--- src/rtl/glb_bank_ctrl_if.sv ---
// Switch-side packet interface of one bank controller: the bank-steered
// write and read-request packets in, and the read-response packet out.
interface glb_bank_ctrl_if #(
    parameter int BANK_ADDR_WIDTH = 17,
    parameter int BANK_DATA_WIDTH = 64
);
    logic                         wr_en;
    logic [BANK_DATA_WIDTH/8-1:0] wr_strb;
    logic [BANK_ADDR_WIDTH-1:0]   wr_addr;
    logic [BANK_DATA_WIDTH-1:0]   wr_data;
    logic                         rd_en;
    logic [BANK_ADDR_WIDTH-1:0]   rd_addr;
    logic [BANK_DATA_WIDTH-1:0]   rd_data;
    logic                         rd_data_valid;
    logic                         wr_overflow;

    // Switch side: issues packets, receives responses.
    modport master (
        output wr_en, wr_strb, wr_addr, wr_data, rd_en, rd_addr,
        input  rd_data, rd_data_valid, wr_overflow
    );

    // Bank controller side.
    modport slave (
        input  wr_en, wr_strb, wr_addr, wr_data, rd_en, rd_addr,
        output rd_data, rd_data_valid, wr_overflow
    );
endinterface

--- src/rtl/glb_bank_ctrl.sv ---
// Per-bank controller: registers switch packets (S0), performs one SRAM
// access per cycle with read priority (S1), holds colliding writes in a
// small FIFO with byte-granular forwarding, and merges forwarded bytes with
// SRAM data (S2) to return read responses at a fixed 3-cycle latency.
module glb_bank_ctrl #(
    parameter int BANK_ADDR_WIDTH = 17,
    parameter int BANK_DATA_WIDTH = 64,
    parameter int WR_BUF_DEPTH    = 4
) (
    input  logic                       clk,
    input  logic                       reset,
    glb_bank_ctrl_if.slave             sw,
    output logic                       mem_cen,
    output logic                       mem_wen,
    output logic [BANK_ADDR_WIDTH-4:0] mem_addr,
    output logic [BANK_DATA_WIDTH-1:0] mem_data_in,
    output logic [BANK_DATA_WIDTH-1:0] mem_bit_mask,
    input  logic [BANK_DATA_WIDTH-1:0] mem_data_out
);
    localparam int unsigned STRB_W = BANK_DATA_WIDTH / 8;
    localparam int unsigned WORD_W = BANK_ADDR_WIDTH - 3;
    localparam int unsigned DEPTH  = WR_BUF_DEPTH;
    localparam int unsigned PTR_W  = (DEPTH > 1) ? $clog2(DEPTH) : 1;
    localparam int unsigned CNT_W  = PTR_W + 1;
    localparam logic [CNT_W-1:0] FULL_CNT = CNT_W'(DEPTH);

    // Kind of SRAM access selected in S1.
    typedef enum logic [1:0] {
        ACC_IDLE,
        ACC_READ,
        ACC_DRAIN,
        ACC_BYPASS
    } acc_e;

    function automatic logic [BANK_DATA_WIDTH-1:0] expand_strb(input logic [STRB_W-1:0] strb);
        logic [BANK_DATA_WIDTH-1:0] bits;
        bits = '0;
        for (int unsigned b = 0; b < STRB_W; b++) begin
            bits[b*8 +: 8] = {8{strb[b]}};
        end
        return bits;
    endfunction

    // Byte offset bits do not take part in word selection.
    logic unused_addr_lsbs;
    assign unused_addr_lsbs = &{1'b0, sw.wr_addr[2:0], sw.rd_addr[2:0]};

    // ---------------------------------------------------------------- S0
    logic                       s0_wr_vld;
    logic [WORD_W-1:0]          s0_wr_word;
    logic [STRB_W-1:0]          s0_wr_strb;
    logic [BANK_DATA_WIDTH-1:0] s0_wr_data;
    logic                       s0_rd_vld;
    logic [WORD_W-1:0]          s0_rd_word;

    // Input register; a write with no byte enabled is dropped here as a no-op.
    always_ff @(posedge clk) begin
        if (!reset) begin
            s0_wr_vld  <= 1'b0;
            s0_wr_word <= '0;
            s0_wr_strb <= '0;
            s0_wr_data <= '0;
            s0_rd_vld  <= 1'b0;
            s0_rd_word <= '0;
        end else begin
            s0_wr_vld  <= sw.wr_en && (sw.wr_strb != '0);
            s0_wr_word <= sw.wr_addr[BANK_ADDR_WIDTH-1:3];
            s0_wr_strb <= sw.wr_strb;
            s0_wr_data <= sw.wr_data;
            s0_rd_vld  <= sw.rd_en;
            s0_rd_word <= sw.rd_addr[BANK_ADDR_WIDTH-1:3];
        end
    end

    // ------------------------------------------------------ write buffer
    logic [WORD_W-1:0]          wb_word [DEPTH];
    logic [STRB_W-1:0]          wb_strb [DEPTH];
    logic [BANK_DATA_WIDTH-1:0] wb_data [DEPTH];
    logic [PTR_W-1:0]           wb_head;
    logic [PTR_W-1:0]           wb_tail;
    logic [CNT_W-1:0]           wb_count;
    logic                       overflow_q;

    acc_e acc;
    logic do_pop;
    logic do_push;
    logic do_drop;

    // S1 arbitration: read first, then drain the buffer head, then bypass.
    // A bypass is only legal on an empty buffer so writes commit in order.
    always_comb begin
        acc     = ACC_IDLE;
        do_pop  = 1'b0;
        do_push = 1'b0;
        do_drop = 1'b0;
        if (s0_rd_vld) begin
            acc = ACC_READ;
        end else if (wb_count != '0) begin
            acc    = ACC_DRAIN;
            do_pop = 1'b1;
        end else if (s0_wr_vld) begin
            acc = ACC_BYPASS;
        end
        if (s0_wr_vld && (acc != ACC_BYPASS)) begin
            if ((wb_count == FULL_CNT) && !do_pop) begin
                do_drop = 1'b1;
            end else begin
                do_push = 1'b1;
            end
        end
    end

    // Buffer storage; pointers wrap naturally because the depth is a power of two.
    always_ff @(posedge clk) begin
        if (do_push) begin
            wb_word[wb_tail] <= s0_wr_word;
            wb_strb[wb_tail] <= s0_wr_strb;
            wb_data[wb_tail] <= s0_wr_data;
        end
    end

    // Buffer occupancy tracking and the sticky overflow flag.
    always_ff @(posedge clk) begin
        if (!reset) begin
            wb_head    <= '0;
            wb_tail    <= '0;
            wb_count   <= '0;
            overflow_q <= 1'b0;
        end else begin
            if (do_pop) begin
                wb_head <= wb_head + 1'b1;
            end
            if (do_push) begin
                wb_tail <= wb_tail + 1'b1;
            end
            case ({do_push, do_pop})
                2'b10:   wb_count <= wb_count + 1'b1;
                2'b01:   wb_count <= wb_count - 1'b1;
                default: wb_count <= wb_count;
            endcase
            if (do_drop) begin
                overflow_q <= 1'b1;
            end
        end
    end

    // ------------------------------------------------------- forwarding
    logic [STRB_W-1:0]          fwd_mask;
    logic [BANK_DATA_WIDTH-1:0] fwd_data;

    // Walk entries oldest to youngest, finishing with the S0 write, so the
    // youngest matching write owns each byte.
    always_comb begin
        logic [PTR_W-1:0] idx;
        idx      = wb_head;
        fwd_mask = '0;
        fwd_data = '0;
        for (int unsigned i = 0; i < DEPTH; i++) begin
            idx = wb_head + PTR_W'(i);
            if ((i < 32'(wb_count)) && (wb_word[idx] == s0_rd_word)) begin
                for (int unsigned b = 0; b < STRB_W; b++) begin
                    if (wb_strb[idx][b]) begin
                        fwd_mask[b]        = 1'b1;
                        fwd_data[b*8 +: 8] = wb_data[idx][b*8 +: 8];
                    end
                end
            end
        end
        if (s0_wr_vld && (s0_wr_word == s0_rd_word)) begin
            for (int unsigned b = 0; b < STRB_W; b++) begin
                if (s0_wr_strb[b]) begin
                    fwd_mask[b]        = 1'b1;
                    fwd_data[b*8 +: 8] = s0_wr_data[b*8 +: 8];
                end
            end
        end
    end

    // ------------------------------------------------------- SRAM port
    // Registered SRAM command for the access chosen in S1.
    always_ff @(posedge clk) begin
        if (!reset) begin
            mem_cen      <= 1'b0;
            mem_wen      <= 1'b0;
            mem_addr     <= '0;
            mem_data_in  <= '0;
            mem_bit_mask <= '0;
        end else begin
            mem_cen <= (acc != ACC_IDLE);
            mem_wen <= (acc == ACC_DRAIN) || (acc == ACC_BYPASS);
            case (acc)
                ACC_READ: begin
                    mem_addr     <= s0_rd_word;
                    mem_data_in  <= '0;
                    mem_bit_mask <= '0;
                end
                ACC_DRAIN: begin
                    mem_addr     <= wb_word[wb_head];
                    mem_data_in  <= wb_data[wb_head];
                    mem_bit_mask <= expand_strb(wb_strb[wb_head]);
                end
                ACC_BYPASS: begin
                    mem_addr     <= s0_wr_word;
                    mem_data_in  <= s0_wr_data;
                    mem_bit_mask <= expand_strb(s0_wr_strb);
                end
                default: begin
                    mem_addr     <= '0;
                    mem_data_in  <= '0;
                    mem_bit_mask <= '0;
                end
            endcase
        end
    end

    // ------------------------------------------------------ read return
    logic                       p1_vld;
    logic [STRB_W-1:0]          p1_mask;
    logic [BANK_DATA_WIDTH-1:0] p1_data;
    logic                       p2_vld;
    logic [STRB_W-1:0]          p2_mask;
    logic [BANK_DATA_WIDTH-1:0] p2_data;
    logic [BANK_DATA_WIDTH-1:0] p2_bits;
    logic [BANK_DATA_WIDTH-1:0] merged;
    logic [BANK_DATA_WIDTH-1:0] rd_data_q;
    logic                       rd_valid_q;

    assign p2_bits = expand_strb(p2_mask);
    assign merged  = (p2_data & p2_bits) | (mem_data_out & ~p2_bits);

    // Forwarded bytes travel two stages so they meet mem_data_out, then merge.
    always_ff @(posedge clk) begin
        if (!reset) begin
            p1_vld     <= 1'b0;
            p1_mask    <= '0;
            p1_data    <= '0;
            p2_vld     <= 1'b0;
            p2_mask    <= '0;
            p2_data    <= '0;
            rd_valid_q <= 1'b0;
            rd_data_q  <= '0;
        end else begin
            p1_vld     <= (acc == ACC_READ);
            p1_mask    <= fwd_mask;
            p1_data    <= fwd_data;
            p2_vld     <= p1_vld;
            p2_mask    <= p1_mask;
            p2_data    <= p1_data;
            rd_valid_q <= p2_vld;
            rd_data_q  <= p2_vld ? merged : '0;
        end
    end

    assign sw.rd_data       = rd_data_q;
    assign sw.rd_data_valid = rd_valid_q;
    assign sw.wr_overflow   = overflow_q;

endmodule

--- src/flat_wrapper.sv ---
// flat-port wrapper written by rule: the top's interface ports become plain ports
module glb_bank_ctrl_flat 
#(
    parameter int BANK_ADDR_WIDTH = 17,
    parameter int BANK_DATA_WIDTH = 64,
    parameter int WR_BUF_DEPTH    = 4
)
  (clk, reset, mem_cen, mem_wen, mem_addr, mem_data_in, mem_bit_mask, mem_data_out, sw_wr_en, sw_wr_strb, sw_wr_addr, sw_wr_data, sw_rd_en, sw_rd_addr, sw_rd_data, sw_rd_data_valid, sw_wr_overflow);
  glb_bank_ctrl_if #(.BANK_ADDR_WIDTH(BANK_ADDR_WIDTH), .BANK_DATA_WIDTH(BANK_DATA_WIDTH)) sw_i ();
  input  logic clk;
  input  logic reset;
  output logic mem_cen;
  output logic mem_wen;
  output logic [BANK_ADDR_WIDTH-4:0] mem_addr;
  output logic [BANK_DATA_WIDTH-1:0] mem_data_in;
  output logic [BANK_DATA_WIDTH-1:0] mem_bit_mask;
  input  logic [BANK_DATA_WIDTH-1:0] mem_data_out;
  input wire logic [$bits(sw_i.wr_en)-1:0] sw_wr_en;
  input wire logic [$bits(sw_i.wr_strb)-1:0] sw_wr_strb;
  input wire logic [$bits(sw_i.wr_addr)-1:0] sw_wr_addr;
  input wire logic [$bits(sw_i.wr_data)-1:0] sw_wr_data;
  input wire logic [$bits(sw_i.rd_en)-1:0] sw_rd_en;
  input wire logic [$bits(sw_i.rd_addr)-1:0] sw_rd_addr;
  output wire logic [$bits(sw_i.rd_data)-1:0] sw_rd_data;
  output wire logic [$bits(sw_i.rd_data_valid)-1:0] sw_rd_data_valid;
  output wire logic [$bits(sw_i.wr_overflow)-1:0] sw_wr_overflow;
  assign sw_i.wr_en = sw_wr_en;
  assign sw_i.wr_strb = sw_wr_strb;
  assign sw_i.wr_addr = sw_wr_addr;
  assign sw_i.wr_data = sw_wr_data;
  assign sw_i.rd_en = sw_rd_en;
  assign sw_i.rd_addr = sw_rd_addr;
  assign sw_rd_data = sw_i.rd_data;
  assign sw_rd_data_valid = sw_i.rd_data_valid;
  assign sw_wr_overflow = sw_i.wr_overflow;
  glb_bank_ctrl #(.BANK_ADDR_WIDTH(BANK_ADDR_WIDTH), .BANK_DATA_WIDTH(BANK_DATA_WIDTH), .WR_BUF_DEPTH(WR_BUF_DEPTH)) u_core (.clk(clk), .reset(reset), .sw(sw_i), .mem_cen(mem_cen), .mem_wen(mem_wen), .mem_addr(mem_addr), .mem_data_in(mem_data_in), .mem_bit_mask(mem_bit_mask), .mem_data_out(mem_data_out));
endmodule
--- config.mk ---
export PLATFORM = sky130hd
export DESIGN_NAME = glb_bank_ctrl_flat
export DESIGN_NICKNAME = d
export VERILOG_FILES = /design/src/rtl/glb_bank_ctrl_if.sv /design/src/rtl/glb_bank_ctrl.sv /design/src/flat_wrapper.sv
export SDC_FILE = /design/constraint.sdc
export NUM_CORES = 1
export LEC_CHECK = 0
export ABC_AREA = 0
export CAP_MARGIN = 10
export CORE_UTILIZATION = 35
export DETAILED_ROUTE_END_ITERATION = 6
export GPL_TIMING_DRIVEN = 1
export MAX_ROUTING_LAYER = met4
export SETUP_SLACK_MARGIN = 0.1
export SYNTH_ARGS = -nofsm -noshare
export SYNTH_HDL_FRONTEND = slang
export SYNTH_SLANG_ARGS = --single-unit
--- constraint.sdc ---
create_clock -name clk -period 5.3 [get_ports clk]
set_input_delay 0.53 -clock clk [delete_from_list [all_inputs] [get_ports clk]]
set_output_delay 0.53 -clock clk [all_outputs]
set_load 0.005 [all_outputs]
==> summary by stage, run 1 <==
Timing
The portion of the clock cycle consumed by the worst path in the final layout is 79.9%. Setup repair after global routing left no endpoint under its margin. The number of pins with negative max-slew slack in the final report is 0. Based on the critical path, the design can be clocked at up to 236 MHz. The shortest clock period the worst path allows after layout is 4.24 ns. After routing, the total negative slack on setup checks comes to 0 ns. The final-report hold violation count is 0. The worst pin sits at a relative slew slack of 29.0%. Setup violations remaining at the end of the flow were counted as 0.

At the pin with the least slew margin, the transition time is 1.05 ns. Hold timing on the final database bottoms out at a slack of 0.432 ns. Clock skew on the completed layout was measured at 0.0319 ns.

Yosys
Summing every instance area after synthesis gives 35800 µm². The area fraction of the dominant cell type after synthesis is 28.9%. The post-synthesis cell type count is 86. In this run, synthesis produced a sequential element count of 755. The share of synthesized area occupied by flip-flops and latches is 51.9%.

In the synthesized netlist, the cells that appear most often are sky130_fd_sc_hd__dfxtp_1 (411), sky130_fd_sc_hd__edfxtp_1 (344), sky130_fd_sc_hd__mux4_2 (251). The synthesized instance count is 2706. The number of enable flip-flop cells after synthesis is 344. Sorting the synthesized cells by area gives the leading types as sky130_fd_sc_hd__edfxtp_1 (29%), sky130_fd_sc_hd__dfxtp_1 (23%), sky130_fd_sc_hd__mux4_2 (16%). The number of warning messages in the yosys log is 0. The most repeated cell in the gate-level netlist after synthesis is sky130_fd_sc_hd__dfxtp_1. The share of flip-flops with an asynchronous set or reset is 0%.

The post-synthesis area per instance is 13.2 µm². The cell accounting for the most synthesized area is sky130_fd_sc_hd__edfxtp_1. Counting every net in the synthesized netlist gives 2889.

The commonest register cell after synthesis is sky130_fd_sc_hd__dfxtp_1.

Clocking
The count of hold buffers inserted by post-cts repair is 0. TritonCTS built the clock tree. Clock-pin slew was measured on the worst setup and hold paths at 0.06 ns. At the later pin of the worst-skew pair, clock insertion delay measures 0.66 ns. The TritonCTS buffer count is 88. The buffers inserted during post-CTS setup optimization is 0. The count of clock tree sinks is 755.

No sink is reached through more buffers than the 3 on the longest clock path. The clock root buffer is sky130_fd_sc_hd__clkbuf_16. The post-cts repair resize count is 0. The maximum level of the CTS H-tree is 3.

Route
Dividing the detail-routed via count by the number of cells gives 5.58. The count of nets left with antenna violations once routing finished came out at 0. The residual DRC count is 0.

For this block, the initial DRC count from the detailed router was 2073. After detailed routing, the average wire length per cell comes to 24.0 µm. The final route contains 24400 vias. After detailed routing, the total wire length is 105000 µm.

The first detailed-routing pass ran for 5 iterations.

Worst setup path
Traced cell by cell, the critical path runs through buf_4 > mux4_2 > xnor2_2 > o2111ai_2 > a2111oi_4 > nand3_2 > o211ai_2 > o21bai_1 > o21ai_1. Among all stages on the critical path, the largest delay is contributed by sky130_fd_sc_hd__a2111oi_4. The type of element capturing the critical path is a flop.

At the worst endpoint, the arrival time is 4.78 ns. Counting cells, the worst reg-to-reg path comes to 9. The highest fanout seen on the critical path is 23. The buffering stage count on the worst path with inverters included is 1. The largest single stage delay on the critical path is 0.82 ns.

The kind of critical path is reg -> reg. The register-to-register path setup slack is 1.06 ns. In this run the critical register-to-register path is launched from u_core.wb_head[0]. The end of the worst register-to-register path is u_core.p1_data[61]. The critical path launch point type is a flop. For the worst setup path, the data required time is 5.84 ns. In this design, the largest share of critical-path delay is due to compound AO/OA/AOI/OAI gates.

Cells and area
The final net count is 3131. The layout-stage area growth over the synthesis result is 21.5%. Cells with a size suffix above 1 make up 17.7% of the layout. With fillers left out, the area of the finished cells amounts to 43500 µm². The fraction of the core area covered by cells at the end of the flow is 43.1%.

Die
From left edge to right edge, the die measures 322 µm. The number of placement rows is 116. Measured along the y axis, the die boundary spans 322 µm. The core region is 101000 µm². The floorplan step defined a die boundary enclosing 104000 µm².

The count of boundary I/O pins is 384. The initial core utilization is 35.5%.

Power
The total chip power is 17.6 mW. The power per cell area is 405 nW/µm². The maximum vdd ir drop is 0.292 mV. In this run the static leakage power is 14.4 nW.

Global routing
Global routing finished with a remaining overflow of 0. The first global-routing pass estimated 156000 µm of wire. For this run, the total global-route usage over all layers was measured as 20.5%. The initial antenna violation count is 5.

The maximum number of pins on one net before global-route repair is 131. The via count of the first global-routing pass is 24200.

Run status
The flow ran to the end, and the final reports show no timing, DRC or antenna violations.

Flow run
The max-cap check violation count is 0.

Place
The wire-length estimate of the detail-placed layout is 65900 µm. The quantity of I/O buffers inserted on ports is 377. The placed instance area is 40300 µm². The weighted congestion at the end of routability-driven global placement is 0.810.

Worst hold path
The worst hold path begins at u_core.p1_data[63]. The hold path endpoint is u_core.p2_data[63]. Counting instances, the worst hold path has a depth of 1.

The path class of the lowest-slack min-delay path is reg -> reg.
-- placed cells by master, fill, tap and decap left out, types with 15 or more instances in the layout --
cell / synthesis / final
sky130_fd_sc_hd__a211o_1: 17 / 17
sky130_fd_sc_hd__a21oi_1: 25 / 25
sky130_fd_sc_hd__a221o_1: 17 / 17
sky130_fd_sc_hd__a22oi_1: 76 / 76
sky130_fd_sc_hd__a311oi_1: 40 / 40
sky130_fd_sc_hd__a32oi_1: 16 / 16
sky130_fd_sc_hd__and2_1: 182 / 178
sky130_fd_sc_hd__and3_1: 55 / 55
sky130_fd_sc_hd__buf_4: 64 / 50
sky130_fd_sc_hd__clkbuf_16: 0 / 102
sky130_fd_sc_hd__clkbuf_8: 7 / 19
sky130_fd_sc_hd__clkdlybuf4s50_1: 0 / 376
sky130_fd_sc_hd__dfxtp_1: 411 / 407
sky130_fd_sc_hd__edfxtp_1: 344 / 344
sky130_fd_sc_hd__mux2_2: 32 / 32
sky130_fd_sc_hd__mux2i_1: 164 / 164
sky130_fd_sc_hd__mux4_2: 251 / 251
sky130_fd_sc_hd__nand2_1: 75 / 74
sky130_fd_sc_hd__nand3_1: 30 / 30
sky130_fd_sc_hd__nand4_1: 29 / 29
sky130_fd_sc_hd__nor2_1: 226 / 226
sky130_fd_sc_hd__nor2b_1: 27 / 26
sky130_fd_sc_hd__nor4_1: 24 / 21
sky130_fd_sc_hd__nor4b_1: 31 / 31
sky130_fd_sc_hd__o21ai_0: 40 / 40
sky130_fd_sc_hd__o21ai_1: 19 / 18
sky130_fd_sc_hd__o31ai_1: 15 / 15
sky130_fd_sc_hd__xnor2_1: 64 / 64
sky130_fd_sc_hd__xor2_1: 19 / 19
-- power breakdown --
group          internal [mW]  leakage (nW)  switching, mW  total (mW)
Sequential              6.40          6.51          0.352        6.75
Clock                   3.93          1.56           2.48        6.41
Combinational           2.17          6.34           2.28        4.45
-- through the flow --
step	setup slack, ns	cells
final	1.06	4379
after global routing	0.842	4379
after CTS	1.02	4378
after detailed placement	1.04	4215
after global placement	1.09	4215
after floorplan	1.72	2706
-- flip-flops by register name (all words and copies together) (netlist names), 3 cells and up, named ones only --
signal	count
u_core.wb_word	56
u_core.wb_count	3
u_core.wb_strb	32
u_core.mem_data_in	64
u_core.p2_mask	8
u_core.p1_mask	8
u_core.s0_wr_word	14
u_core.s0_rd_word	14
u_core.s0_wr_strb	8
u_core.sw.rd_data	64
u_core.mem_addr	14
u_core.s0_wr_data	64
u_core.p2_data	64
u_core.wb_data	256
u_core.mem_bit_mask	8
u_core.p1_data	64
-- worst max-delay path by stage --
| stage | startpoint | end | slack [ns] | cells past startpoint |
|---|---|---|---|---|
| 6_report | u_core.wb_head[0] | u_core.p1_data[61] | 1.06 | 9 |
| 5_1_grt | u_core.wb_head[0] | u_core.p1_data[61] | 0.84 | 9 |
| 4_1_cts | u_core.wb_head[0] | u_core.p1_data[61] | 1.02 | 9 |
| 3_5_place_dp | u_core.wb_head[0] | u_core.p1_data[61] | 1.04 | 9 |
| 3_3_place_gp | u_core.wb_head[0] | u_core.p1_data[61] | 1.09 | 9 |
| 2_1_floorplan | u_core.wb_count[0] | u_core.wb_data[0][0] | 1.72 | 4 |
-- layer usage --
metal	share of wire, %	track usage (%)	wire (µm)
met1	42	26.5	44300
met4	2.3	6.23	2420
met2	49	33.2	51000
met3	6.9	3.23	7270
met5	0	-	0
-- logic make-up after synthesis --
group | Yosys count | share of synthesized area [%]
buffers and inverters | 299 | 4.56
XOR/XNOR | 85 | 2.12
flip-flops | 755 | 51.9
AO/OA/AOI/OAI | 365 | 8.01
adder cells (fa/ha/maj) | 9 | 0.315
AND/OR/NAND/NOR | 741 | 11.4
multiplexers | 452 | 21.8
-- area by class of cell --
cell class / instances / area, µm²
Clock buffer: 133 / 2860
Antenna cell: 1 / 2.50
Clock inverter: 30 / 293
Timing Repair Buffer: 434 / 4290
Multi-Input combinational cell: 1652 / 15700
Inverter: 17 / 63.8
Sequential cell: 755 / 18600
Tap cell: 1357 / 1700
Fill cell: 9209 / 57300
(Power assumes the default switching activity.)
==> inputs of run 2 (changes only) <==
==> constraint.sdc (replaced) <==
create_clock -name clk -period 3.5 [get_ports clk]
set_input_delay 0.35 -clock clk [delete_from_list [all_inputs] [get_ports clk]]
set_output_delay 0.35 -clock clk [all_outputs]
set_load 0.005 [all_outputs]
==> summary by stage, run 2 (synthesis gave the netlist of run 1 again) <==
Route
The per-cell via count in the routed design is 5.53 (was 5.58). The total via count in the routed design is 24700 (was 24400). The post-detailed-route wirelength per cell is 23.7 µm (was 24.0 µm). The number of nets with antenna violations after detailed routing is 0 (unchanged). The number of iterations in the first detailed-routing pass is 5 (unchanged). The residual DRC count is 0 (unchanged). The number of DRC violations after detailed-routing iteration 0 is 2150 (was 2073). The final wirelength is 105000 µm (about the same).

Worst setup path
The arrival time at the worst endpoint is 3.84 ns (was 4.78 ns). The biggest cell delay along the critical path is 0.55 ns (was 0.82 ns). The library cell contributing the largest single delay on the critical path was sky130_fd_sc_hd__or3_1 (was sky130_fd_sc_hd__a2111oi_4). The end of the worst register-to-register path is u_core.p1_data[52] (was u_core.p1_data[61]).

The highest fanout seen on the critical path is 27 (was 23). The depth of the worst register-to-register path is 9 (unchanged). Critical path, cell by cell: buf_4 > mux2_2 > mux2i_1 > o221ai_1 > a2111o_2 > buf_12 > or3_1 > a311oi_1 > o31ai_1 (was buf_4 > mux4_2 > xnor2_2 > o2111ai_2 > a2111oi_4 > nand3_2 > o211ai_2 > o21bai_1 > o21ai_1). The dominant delay contributor by cell family on the critical path is compound AO/OA/AOI/OAI gates (unchanged). The register-to-register path setup slack is 0.19 ns (was 1.06 ns). The kind of critical path is reg -> reg (unchanged). The data required time at the worst endpoint came to 4.03 ns (was 5.84 ns). The reg-to-reg startpoint is u_core.wb_head[0] (unchanged).

The critical path depth in cells is 9 (unchanged). The buffering stage count on the worst path with inverters included came to 2 (was 1). The type of element capturing the critical path was a flop (unchanged). The critical path launch point type is a flop (unchanged).

Cells and area
The area of all placed cells without fillers is 44100 µm² (was 43500 µm²). The most common cell after layout, fill and taps aside was sky130_fd_sc_hd__dfxtp_1 (unchanged). The number of non-filler instances in the completed layout is 4459 (was 4379). The share of layout cells above drive strength 1 is 19.7% (was 17.7%). The layout-stage area growth over the synthesis result came to 23.1% (was 21.5%). The top register by number of flip-flops is u_core.wb_data (unchanged). The number of fillers in the final layout is 9272 (was 9209).

The number of flip-flops under the largest register name is 256 (unchanged). The final net count is 3210 (was 3131). Most frequent cells in the layout: sky130_fd_sc_hd__dfxtp_1 (407), sky130_fd_sc_hd__clkdlybuf4s50_1 (376), sky130_fd_sc_hd__edfxtp_1 (344), sky130_fd_sc_hd__mux4_2 (251), sky130_fd_sc_hd__nor2_1 (226) (unchanged).

Place
The number of placed instances with taps included is 4288 (was 4215). The quantity of I/O buffers inserted on ports came to 377 (unchanged). The HPWL after detailed placement is 69300 µm (was 65900 µm). The placement-stage worst setup slack is 0.0758 ns (was 1.04 ns). The placed instance area came to 41000 µm² (was 40300 µm²). The weighted congestion at the end of routability-driven global placement was 0.851 (was 0.810).

Die
The die width is 322 µm (unchanged). The vertical extent of the die is 322 µm (unchanged). The area enclosed by the die boundary came to 104000 µm² (unchanged). The core area was 101000 µm² (unchanged). The number of placement rows is 116 (unchanged). The initial core utilization was 35.5% (unchanged).

The count of boundary I/O pins is 384 (unchanged).

Clocking
The latest clock arrival within the worst-skew pair is 0.66 ns (about the same). The TritonCTS buffer count was 86 (was 88). The count of clock tree sinks was 755 (unchanged). The TritonCTS clock tree is done (unchanged).

The clock root buffer is sky130_fd_sc_hd__clkbuf_16 (unchanged). The maximum clock path buffer count was 3 (unchanged). The clock transition time at the flip-flop clock pins of the worst setup and hold paths is 0.07 ns (was 0.06 ns).

The maximum level of the CTS H-tree is 3 (unchanged). The count of hold buffers inserted by post-cts repair is 0 (unchanged).

Timing
The final-report hold violation count is 0 (unchanged). The setup slack after layout is 0.188 ns (was 1.06 ns). The headroom to the max-slew limit is 33.2% (was 29.0%). The number of pins with negative max-slew slack in the final report is 0 (unchanged). Setup repair after global routing missed its margin: true (was false).

The actual slew at the worst max-slew pin was 1.00 ns (was 1.05 ns). The portion of the clock cycle consumed by the worst path in the final layout is 94.6% (was 79.9%). The summed negative setup slack over all endpoints is 0 ns (unchanged). The minimum hold slack is 0.175 ns (was 0.432 ns). The post-route clock skew is 0.0243 ns (was 0.0319 ns). The maximum operating frequency is 302 MHz (was 236 MHz). The shortest clock period the worst path allows after layout is 3.31 ns (was 4.24 ns). The final-report setup violation count is 0 (unchanged).

Worst hold path
The number of instances on the worst hold path is 2 (was 1). The path class of the lowest-slack min-delay path is in -> reg (was reg -> reg). The hold path endpoint is u_core.p2_data[0] (was u_core.p2_data[63]). The critical hold path startpoint was reset (was u_core.p1_data[63]).

Run status
Outcome: finished, final reports clean (unchanged).

Global routing
The global-route wire length before repair is 155000 µm (was 156000 µm). The global-route total usage across every layer is 20.5% (about the same). The overflow left after global routing was 0 (unchanged). The initial antenna violation count is 2 (was 5). The via count of the first global-routing pass is 24300 (was 24200). The maximum number of pins on one net before global-route repair came to 155 (was 131).

Power
The leakage power figure is 14.8 nW (was 14.4 nW). The power per cell area was 598 nW/µm² (was 405 nW/µm²). The maximum vdd ir drop is 0.316 mV (was 0.292 mV).

Flow run
The max-cap check violation count was 0 (unchanged).
## run 2: changes by cell type in the layout (fill, tap and decap cells not counted), moves of 5 or more
cell                        previous run  this run
sky130_fd_sc_hd__buf_4                50       114
sky130_fd_sc_hd__clkbuf_1             10        20
sky130_fd_sc_hd__buf_12                7        23
sky130_fd_sc_hd__clkinv_1              8         3
sky130_fd_sc_hd__clkbuf_8             19        13
sky130_fd_sc_hd__clkinv_2              9        16
sky130_fd_sc_hd__clkinv_4              6         1
sky130_fd_sc_hd__clkbuf_16           102        94
## run 2: where the power goes
part	leakage, nW	internal (mW)	switching [mW]
registers	6.51	9.69	0.442
clock network	1.44	5.49	3.69
logic	6.80	3.46	3.59
total	14.8	18.6	7.72
## run 2: layer usage
metal	part of all wire, %	global-route usage [%]
met4	2.0	5.48
met5	0	-
met2	48	33.0
met1	43	26.8
met3	6.8	3.53
## run 2: how the worst max path moves through the flow
stage                            startpoint                  to  slack [ns]
after floorplan           u_core.wb_head[1]   u_core.p1_data[2]        0.54
after global placement    u_core.wb_head[0]  u_core.p1_data[29]        0.14
after detailed placement  u_core.wb_head[0]  u_core.p1_data[24]        0.08
after CTS                 u_core.wb_head[0]  u_core.p1_data[46]        0.13
after global routing      u_core.wb_head[0]  u_core.p1_data[46]        0.07
final                     u_core.wb_head[0]  u_core.p1_data[52]        0.19
## run 2: timing repair
item / 4_1_cts / 5_1_grt
gates cloned: 0 / 0
resized for setup: 1 / 3
setup endpoints to repair: 8 / 60
setup buffers: 0 / 8
pin swaps: 0 / 1
## run 2: stage by stage
stage	util [%]	total power, mW
2_1_floorplan	-	15.1
3_3_place_gp	40.7	17.3
6_report	43.7	26.3
4_1_cts	43.6	26.6
3_5_place_dp	40.7	17.3
5_1_grt	43.7	27.5
## run 2: worst register-to-register path, delay by kind of cell (launching register included)
kind | cells | cell delay [ns]
AND/OR/NAND/NOR | 1 | 0.57
multiplexers | 2 | 0.61
buffers and inverters | 2 | 0.38
flip-flops | 1 | 0.44
AO/OA/AOI/OAI | 4 | 1.20
## run 2: area by class of cell
type / count / area, µm² / share of cell area [%]
multi-input cells: 1652 / 15700 / 35.6
flip-flops and latches: 755 / 18600 / 42.2
well taps: 1357 / 1700 / 3.85
diodes: 2 / 5.00 / 0.0114
inverters: 17 / 63.8 / 0.145
clock buffers: 129 / 2620 / 5.94
clock inverters: 32 / 298 / 0.676
repair buffers: 515 / 5110 / 11.6
